$ cat config.mk
export PLATFORM = sky130hd
export DESIGN_NAME = key_debounce_pulse
export DESIGN_NICKNAME = d
export VERILOG_FILES = /design/src/rtl/key_pkg.sv /design/src/rtl/sync_2ff.sv /design/src/rtl/key_debounce_pulse.sv
export SDC_FILE = /design/constraint.sdc
export NUM_CORES = 1
export LEC_CHECK = 0
export CAP_MARGIN = 25
export CORE_MARGIN = 2
export CORE_UTILIZATION = 68
export CTS_CLUSTER_SIZE = 28
export DETAILED_ROUTE_END_ITERATION = 6
export PLACE_DENSITY = 0.93
export SLEW_MARGIN = 10
export SYNTH_ARGS = -nofsm -noshare
export SYNTH_HDL_FRONTEND = slang
export SYNTH_SLANG_ARGS = --single-unit
$ cat constraint.sdc
create_clock -name clk -period 4.85 [get_ports clk]
set_input_delay 0.7275 -clock clk [delete_from_list [all_inputs] [get_ports clk]]
set_output_delay 0.7275 -clock clk [all_outputs]
set_load 0.1 [all_outputs]
$ cat src/rtl/key_pkg.sv
// Shared types and helpers for the push-button conditioning path.
// Imported by the debounce/pulse top module.
package key_pkg;

  typedef enum logic [2:0] {
    IDLE,
    PRESS_WAIT,
    PRESSED,
    REPEAT,
    RELEASE_WAIT
  } key_state_t;

  // All-ones terminal count for a counter of the given width.
  function automatic logic [31:0] term_cnt(input int bits);
    return (32'd1 << bits) - 32'd1;
  endfunction

endpackage

$ cat src/rtl/sync_2ff.sv
// Two-flop synchronizer for a single asynchronous input.
// Output is cleared by the shared synchronous reset.
module sync_2ff (
  input  logic clk,
  input  logic rst,
  input  logic d,
  output logic q
);

  logic s1;

  always_ff @(posedge clk) begin
    if (rst) begin
      s1 <= 1'b0;
      q  <= 1'b0;
    end else begin
      s1 <= d;
      q  <= s1;
    end
  end

endmodule

$ cat src/rtl/key_debounce_pulse.sv
// Push-button conditioner: sync, debounce press/release, emit one-cycle
// press pulses and optional auto-repeat pulses while the key is held.
module key_debounce_pulse
  import key_pkg::*;
#(
  parameter int DEB_BITS  = 16,
  parameter int HOLD_BITS = 24,
  parameter int REP_BITS  = 22
) (
  input  logic clk,
  input  logic rst,
  input  logic btn_raw,
  input  logic repeat_en,
  output logic pls,
  output logic level,
  output logic held
);

  localparam logic [DEB_BITS-1:0] DEB_MAX =
    DEB_BITS'(term_cnt(DEB_BITS));
  localparam logic [HOLD_BITS-1:0] HOLD_MAX =
    HOLD_BITS'(term_cnt(HOLD_BITS));
  localparam logic [REP_BITS-1:0] REP_MAX =
    REP_BITS'(term_cnt(REP_BITS));

  logic btn_s;

  key_state_t state, state_n;

  logic [DEB_BITS-1:0]  deb_cnt, deb_n;
  logic [HOLD_BITS-1:0] hold_cnt, hold_n;
  logic [REP_BITS-1:0]  rep_cnt, rep_n;
  logic                 pls_n, level_n;

  sync_2ff u_sync (
    .clk (clk),
    .rst (rst),
    .d   (btn_raw),
    .q   (btn_s)
  );

  always_ff @(posedge clk) begin
    if (rst) begin
      state    <= IDLE;
      deb_cnt  <= '0;
      hold_cnt <= '0;
      rep_cnt  <= '0;
      pls      <= 1'b0;
      level    <= 1'b0;
    end else begin
      state    <= state_n;
      deb_cnt  <= deb_n;
      hold_cnt <= hold_n;
      rep_cnt  <= rep_n;
      pls      <= pls_n;
      level    <= level_n;
    end
  end

  // A low btn_s is always checked first: release beats terminal count.
  always_comb begin
    state_n = state;
    deb_n   = deb_cnt;
    hold_n  = hold_cnt;
    rep_n   = rep_cnt;
    pls_n   = 1'b0;
    level_n = level;
    unique case (state)
      IDLE: begin
        if (btn_s) begin
          state_n = PRESS_WAIT;
          deb_n   = '0;
        end
      end
      PRESS_WAIT: begin
        if (!btn_s) begin
          state_n = IDLE;
        end else if (deb_cnt == DEB_MAX) begin
          state_n = PRESSED;
          pls_n   = 1'b1;
          level_n = 1'b1;
          hold_n  = '0;
        end else begin
          deb_n = deb_cnt + 1'b1;
        end
      end
      PRESSED: begin
        if (!btn_s) begin
          state_n = RELEASE_WAIT;
          deb_n   = '0;
        end else if (hold_cnt == HOLD_MAX) begin
          if (repeat_en) begin
            state_n = REPEAT;
            pls_n   = 1'b1;
            rep_n   = '0;
          end
        end else begin
          hold_n = hold_cnt + 1'b1;
        end
      end
      REPEAT: begin
        if (!btn_s) begin
          state_n = RELEASE_WAIT;
          deb_n   = '0;
        end else if (!repeat_en) begin
          state_n = PRESSED;
          hold_n  = HOLD_MAX;
        end else if (rep_cnt == REP_MAX) begin
          pls_n = 1'b1;
          rep_n = '0;
        end else begin
          rep_n = rep_cnt + 1'b1;
        end
      end
      RELEASE_WAIT: begin
        if (btn_s) begin
          state_n = PRESSED;
          hold_n  = '0;
        end else if (deb_cnt == DEB_MAX) begin
          state_n = IDLE;
          level_n = 1'b0;
        end else begin
          deb_n = deb_cnt + 1'b1;
        end
      end
      default: state_n = IDLE;
    endcase
  end

  assign held = (state == REPEAT);

endmodule

==> flow_summary.toml, run 1 <==
[global_route]
grt_pass1_wl_microns = 17280
grt_usage_pct = 32.77
overflow = 0
grt_pass1_vias = 3653
grt_max_degree = 38
antenna_found_initial = 0

[synthesis]
synth_nets = 521
synth_largest_area_cell = "dfxtp_1"
syn_inst = 514
avgSynthCellArea_sq_um = 8.028
ys_seq_area_share_pct = 33.47
synth_cell_types = 69
yosysMostFrequentCell = "dfxtp_1"
synth_top_area_share_pct = 33.47
async_flop_share_pct = 0
synth_area_sq_um = 4126
yosysWarningCount = 0
synthTopCellsByArea = "dfxtp_1 33%, a21oi_1 6.4%, o221a_2 3.5%, nor3_1 3.3%, nand3_1 3.2%"
synthTopCellsByCount = "69 x dfxtp_1, 53 x a21oi_1, 31 x nand2_1"
synth_flop_cell = "dfxtp_1"
synth-seq-cells = 69
synth_edf_count = 0

[timing]
fin_ws_ns = 1.039
slew_violations = 0
max_freq_mhz = 262.4
worstMarginPinSlew_ns = 1.067
slew-limit-headroom_pct = 28.39
fin_setup_tns_ns = 0
period_needed_ns = 3.811
min_period_over_period_pct = 78.58
hold_viol_final = 0
setup_viol = 0
finClkSkew_ns = 0.01142
grt_setup_unrepaired = "false"

[die]
die_area_sq_um = 6708
ios = 7
num_rows = 28
core_area_sq_um = 5886
start_util_pct = 70.11
die_width_microns = 81.90
fp.dieH_microns = 81.90

[clocking]
cts.hold.buffers_added = 0
post-cts-setup-buffers = 0
cts_tree = "done"
clk_path_buf_depth = 2
cts_sinks = 69
cts_buffers = 9
cts_resized = 0
cts.clk_slew.worst_paths_ns = 0.08
root_buffer = "clkbuf_8"
htreeDepth = 3
worstSkewPairLatency_ns = 0.36

[layout]
diodes = 0
syn_to_final_growth_pct = 6.519
final-seq-area_sq_um = 1381
drive_gt1_share_pct = 9.665
fill_cells = 435
multi_input_area_sq_um = 2557
layout.nets = 509

[pwr]
cellPowerDensity_nw_per_um2 = 256.4
leakage_nw = 1.292
vdd_drop_max_uv = 207.9

[placed_design]
io_buffers = 6
gp_congestion = 0.9906
hpwlAfterDp_microns = 7067
pre_cts_ws_ns = 1.502

[detailed_routing]
via_per_inst = 7.442
first_iter_violations = 502
finalWirelength_microns = 10750
wl_met1_microns = 4674
topRoutingLayerUsed = "met4"
detail_route.wl_per_cell_microns = 18.47
ant_nets = 0
first_pass_iters = 5
route.detailed.drc = 0
wl_met2_microns = 4973
vias = 4331
wl_met3_microns = 935

[run_status]
status = "complete, no violations"

[setup_path]
cp_data_arrival_time_ns = 3.08
cp_max_fo = 27
path_class = "register to primary output"
cp-end-kind = "primary output"
start_kind = "register"
cp.required_ns = 4.12

[hold_path]
min_path_type = "register to register"

[run]
maxCapViolations = 0
-- per-stage QoR --
step / instances / util [%] / area (sq um) / hold slack, ns / power [mW]
global placement: 564 / 70.81 / 4168 / 0.4305 / 0.6358
global route: 582 / 74.68 / 4395 / 0.4827 / 1.156
detailed placement: 564 / 70.81 / 4168 / 0.4530 / 0.6369
finish: 582 / 74.68 / 4395 / 0.4621 / 1.127
floorplan: 514 / - / 4126 / 0.4138 / 0.6223
CTS: 580 / 74.40 / 4379 / 0.4670 / 1.129
-- state kept, by name (all words and copies together) (netlist names) --
name / count
deb_cnt: 16
hold_cnt: 24
level: 1
pls: 1
rep_cnt: 22
state: 3
u_sync.q: 1
u_sync.s1: 1
-- layer usage --
layer,track usage [%],up-vias
met1,44.95,2034
met5,0,-
met2,50.16,258
met4,12.17,0
met3,7.582,23
li1,-,2016
-- cell usage in the layout (no fill, tap or decap), types with 5 or more instances in the layout --
cell | Yosys | routed
nor3_1 | 27 | 27
o21ai_0 | 26 | 26
and4_1 | 8 | 8
or4_1 | 8 | 8
nor2_1 | 22 | 22
clkdlybuf4s50_1 | 0 | 6
nand3_1 | 26 | 26
dfxtp_1 | 69 | 69
nor4_1 | 9 | 9
a221oi_1 | 5 | 5
mux2i_1 | 7 | 7
and3_1 | 8 | 8
nand2b_1 | 5 | 5
clkbuf_8 | 0 | 12
a41oi_1 | 6 | 6
nor2b_1 | 5 | 5
a21oi_1 | 53 | 53
inv_1 | 11 | 11
nand4_1 | 18 | 18
or3_1 | 19 | 19
a31oi_1 | 15 | 15
o31ai_1 | 13 | 12
o221a_2 | 13 | 13
nand2_1 | 31 | 31
-- worst paths after layout --
kind,from,end,slack [ns],cells after the start
worst max register to register,state[2],hold_cnt[12],1.84,7
worst max-delay path,state[0],held,1.04,5
worst min register to register,u_sync.s1,u_sync.q,0.46,1
worst min-delay path,u_sync.s1,u_sync.q,0.46,1
-- critical path: stages (launching register included) --
cell	delay (ns)
dfxtp_1	0.31
buf_4	0.28
nor2b_1	0.38
nand2_1	0.34
inv_2	0.25
clkdlybuf4s50_1	1.16
-- where the power goes --
group	switching [mW]	total [mW]	internal (mW)
clock	0.222	0.502	0.279
sequential	0.00300	0.572	0.569
combinational	0.0382	0.0539	0.0157
total	0.264	1.13	0.863
-- layout make-up --
class / instances / area share [%]
clock buffers: 13 / 3.843
well taps: 75 / 2.135
repair buffers: 12 / 2.420
flip-flops and latches: 69 / 31.43
inverters: 12 / 1.025
clock inverters: 3 / 0.9678
multi-input cells: 398 / 58.18
-- kinds of logic after synthesis --
family                     count (synthesis)  synth area share (%)
and+or+nand+nor                          207                 28.71
AOI/OAI and AO/OA                        180                 30.32
buffers and inverters                     47                 4.669
adders and majority gates                  3                0.9097
DFF                                       69                 33.47
muxes                                      7                 1.698
xor gates and xnor gates                   1                0.2123
No activity file was read; power rests on OpenSTA's default activity.
==> run 2, diff against run 1 <==
--- a/config.mk
+++ b/config.mk
@@ -7,10 +7,10 @@
 export LEC_CHECK = 0
 export CAP_MARGIN = 25
 export CORE_MARGIN = 2
-export CORE_UTILIZATION = 68
+export CORE_UTILIZATION = 57
 export CTS_CLUSTER_SIZE = 28
 export DETAILED_ROUTE_END_ITERATION = 6
-export PLACE_DENSITY = 0.93
+export PLACE_DENSITY = 0.84
 export SLEW_MARGIN = 10
 export SYNTH_ARGS = -nofsm -noshare
 export SYNTH_HDL_FRONTEND = slang
==> constraint.sdc (replaced) <==
create_clock -name clk -period 3.5 [get_ports clk]
set_input_delay 0.525 -clock clk [delete_from_list [all_inputs] [get_ports clk]]
set_output_delay 0.525 -clock clk [all_outputs]
set_load 0.1 [all_outputs]
==> run 2 against run 1 <==
First-iteration DRC count decreased by 5.0%. Largest power group unchanged. Worst hold slack improved by 0.0038 ns. Design area grew 1.5%. Setup slack worse by 0.29 ns. Via count is 2.1% lower. Final cell count grew 5.5%. Count of clock-buffer cells in the layout is 3 lower. Clock power grew 28%. Power is 34% higher. Clock skew decreased by 0.0023 ns. Non-clock buffer count grew 8.
==> flow_summary.toml, run 2 (synthesis results as in run 1) <==
[setup_path]
critPathTopFamily = "simple AND/OR/NAND/NOR gates"
cp_data_arrival_time_ns = 2.95
start_kind = "register"
cp_max_fo = 17
max_stage_delay_ns = 0.64
reg2reg_to = "hold_cnt[12]"
cp-end-kind = "register"
r2r_slack_ns = 0.75
regToRegStartpoint = "state[2]"
cp.buffers_inverters = 1
cp_cell_sequence = "nor2b_1 > nand2_1 > inv_2 > a21boi_0 > o221ai_2 > nor2_1 > a221oi_1"
worstRegToRegCells = 7
cp.required_ns = 3.70
cp_slowest_cell = "dfxtp_1"
path_class = "register to register"

[detailed_routing]
vias = 4239
finalWirelength_microns = 10660
route.detailed.drc = 0
first_pass_iters = 5
ant_nets = 0
first_iter_violations = 477
detail_route.wl_per_cell_microns = 17.36
via_per_inst = 6.904

[timing]
fin_ws_ns = 0.7497
period_needed_ns = 2.750
slew-limit-headroom_pct = 34.22
worstMarginPinSlew_ns = 0.9802
fin_setup_tns_ns = 0
finClkSkew_ns = 0.009110
setup_viol = 0
max_freq_mhz = 363.6
min_period_over_period_pct = 78.58
slew_violations = 0
hold_viol_final = 0
grt_setup_unrepaired = "false"

[placed_design]
gp_congestion = 1.023
hpwlAfterDp_microns = 7095
placed_area_sq_um = 4248
pre_cts_ws_ns = 0.7666
io_buffers = 6
dp.cells = 595

[clocking]
root_buffer = "clkbuf_8"
cts_sinks = 69
post-cts-setup-buffers = 0
htreeDepth = 3
cts_buffers = 9
cts.hold.buffers_added = 0
clk_path_buf_depth = 2
cts_resized = 0
cts.clk_slew.worst_paths_ns = 0.08
cts_tree = "done"
worstSkewPairLatency_ns = 0.36

[global_route]
overflow = 0
grt_pass1_vias = 3752
grt_pass1_wl_microns = 17610
antenna_found_initial = 0
grt_max_degree = 38
grt_usage_pct = 27.85

[die]
fp.dieH_microns = 89.09
core_area_sq_um = 7137
die_width_microns = 89.09
die_area_sq_um = 7936
start_util_pct = 57.82
num_rows = 31
ios = 7

[layout]
fin_util_pct = 62.54
final_common_cell = "dfxtp_1"
largest_reg_flops = 24
diodes = 0
most-common-layout-cells = "69 x dfxtp_1, 53 x a21oi_1, 31 x nand2_1"
instances_no_fill = 614
syn_to_final_growth_pct = 8.156
design_area_sq_um = 4463
drive_gt1_share_pct = 11.26
largestRegisters = "hold_cnt x24, rep_cnt x22, deb_cnt x16"
largest_register = "hold_cnt"
layout.nets = 517

[pwr]
netSwitchingFraction_pct = 24.70
combinationalPowerShare_pct = 5.0
leakage_nw = 1.318
p_int_mw = 1.139
power.share.clock_pct = 42.6
cellPowerDensity_nw_per_um2 = 339.0
p_sw_mw = 0.3737
seqPwrFrac_pct = 52.5
vdd_drop_max_uv = 235.2

[hold_path]
min_path_type = "register to register"
holdPathEnd = "u_sync.q"
worstHoldStart = "u_sync.s1"
hold_depth = 1

[run]
maxCapViolations = 0

[run_status]
status = "complete, no violations"
run 2: worst reg2reg max path: cells and delay by family (launching register included):
kind	cells	cell delay, ns
AO/OA/AOI/OAI	3	0.94
buffers and inverters	1	0.09
flip-flops	1	0.64
AND/OR/NAND/NOR	3	0.93
run 2: worst max path at each step:
| stage | start | end | slack, ns | depth (start not counted) |
|---|---|---|---|---|
| 2_1_floorplan | state[0] | hold_cnt[9] | 1.17 | 9 |
| 3_3_place_gp | repeat_en | rep_cnt[21] | 0.81 | 7 |
| 3_5_place_dp | repeat_en | rep_cnt[21] | 0.77 | 7 |
| 4_1_cts | hold_cnt[0] | hold_cnt[14] | 0.75 | 6 |
| 5_1_grt | state[2] | hold_cnt[12] | 0.48 | 7 |
| 6_report | state[2] | hold_cnt[12] | 0.75 | 7 |
run 2: power groups by stage:
stage | logic (mW) | clock network, mW | registers [mW]
2_1_floorplan | 0.0462 | 0 | 0.816
3_3_place_gp | 0.0714 | 0 | 0.812
3_5_place_dp | 0.0729 | 0 | 0.812
4_1_cts | 0.0731 | 0.649 | 0.793
5_1_grt | 0.0809 | 0.686 | 0.794
6_report | 0.0752 | 0.644 | 0.794
run 2: final cells by class:
type	count	area, sq um
repair buffers	20	163.9
clock inverters	6	63.81
clock buffers	10	127.6
inverters	12	45.04
well taps	99	123.9
flip-flops and latches	69	1381
fillers	615	2674
multi-input cells	398	2557
run 2: stage by stage:
| stage | hold slack, ns | total power [mW] |
|---|---|---|
| floorplan | 0.4138 | 0.8624 |
| global route | 0.4858 | 1.562 |
| finish | 0.4659 | 1.513 |
| detailed placement | 0.4429 | 0.8845 |
| global placement | 0.4299 | 0.8831 |
| CTS | 0.4710 | 1.515 |
run 2: layer usage:
| layer | share of wire [%] | routed length [microns] | track usage [%] |
|---|---|---|---|
| met5 | 0 | 0 | 0 |
| met1 | 44 | 4736 | 37.04 |
| met4 | 2.7 | 293 | 13.98 |
| met2 | 46 | 4947 | 43.16 |
| met3 | 6.4 | 685 | 5.355 |
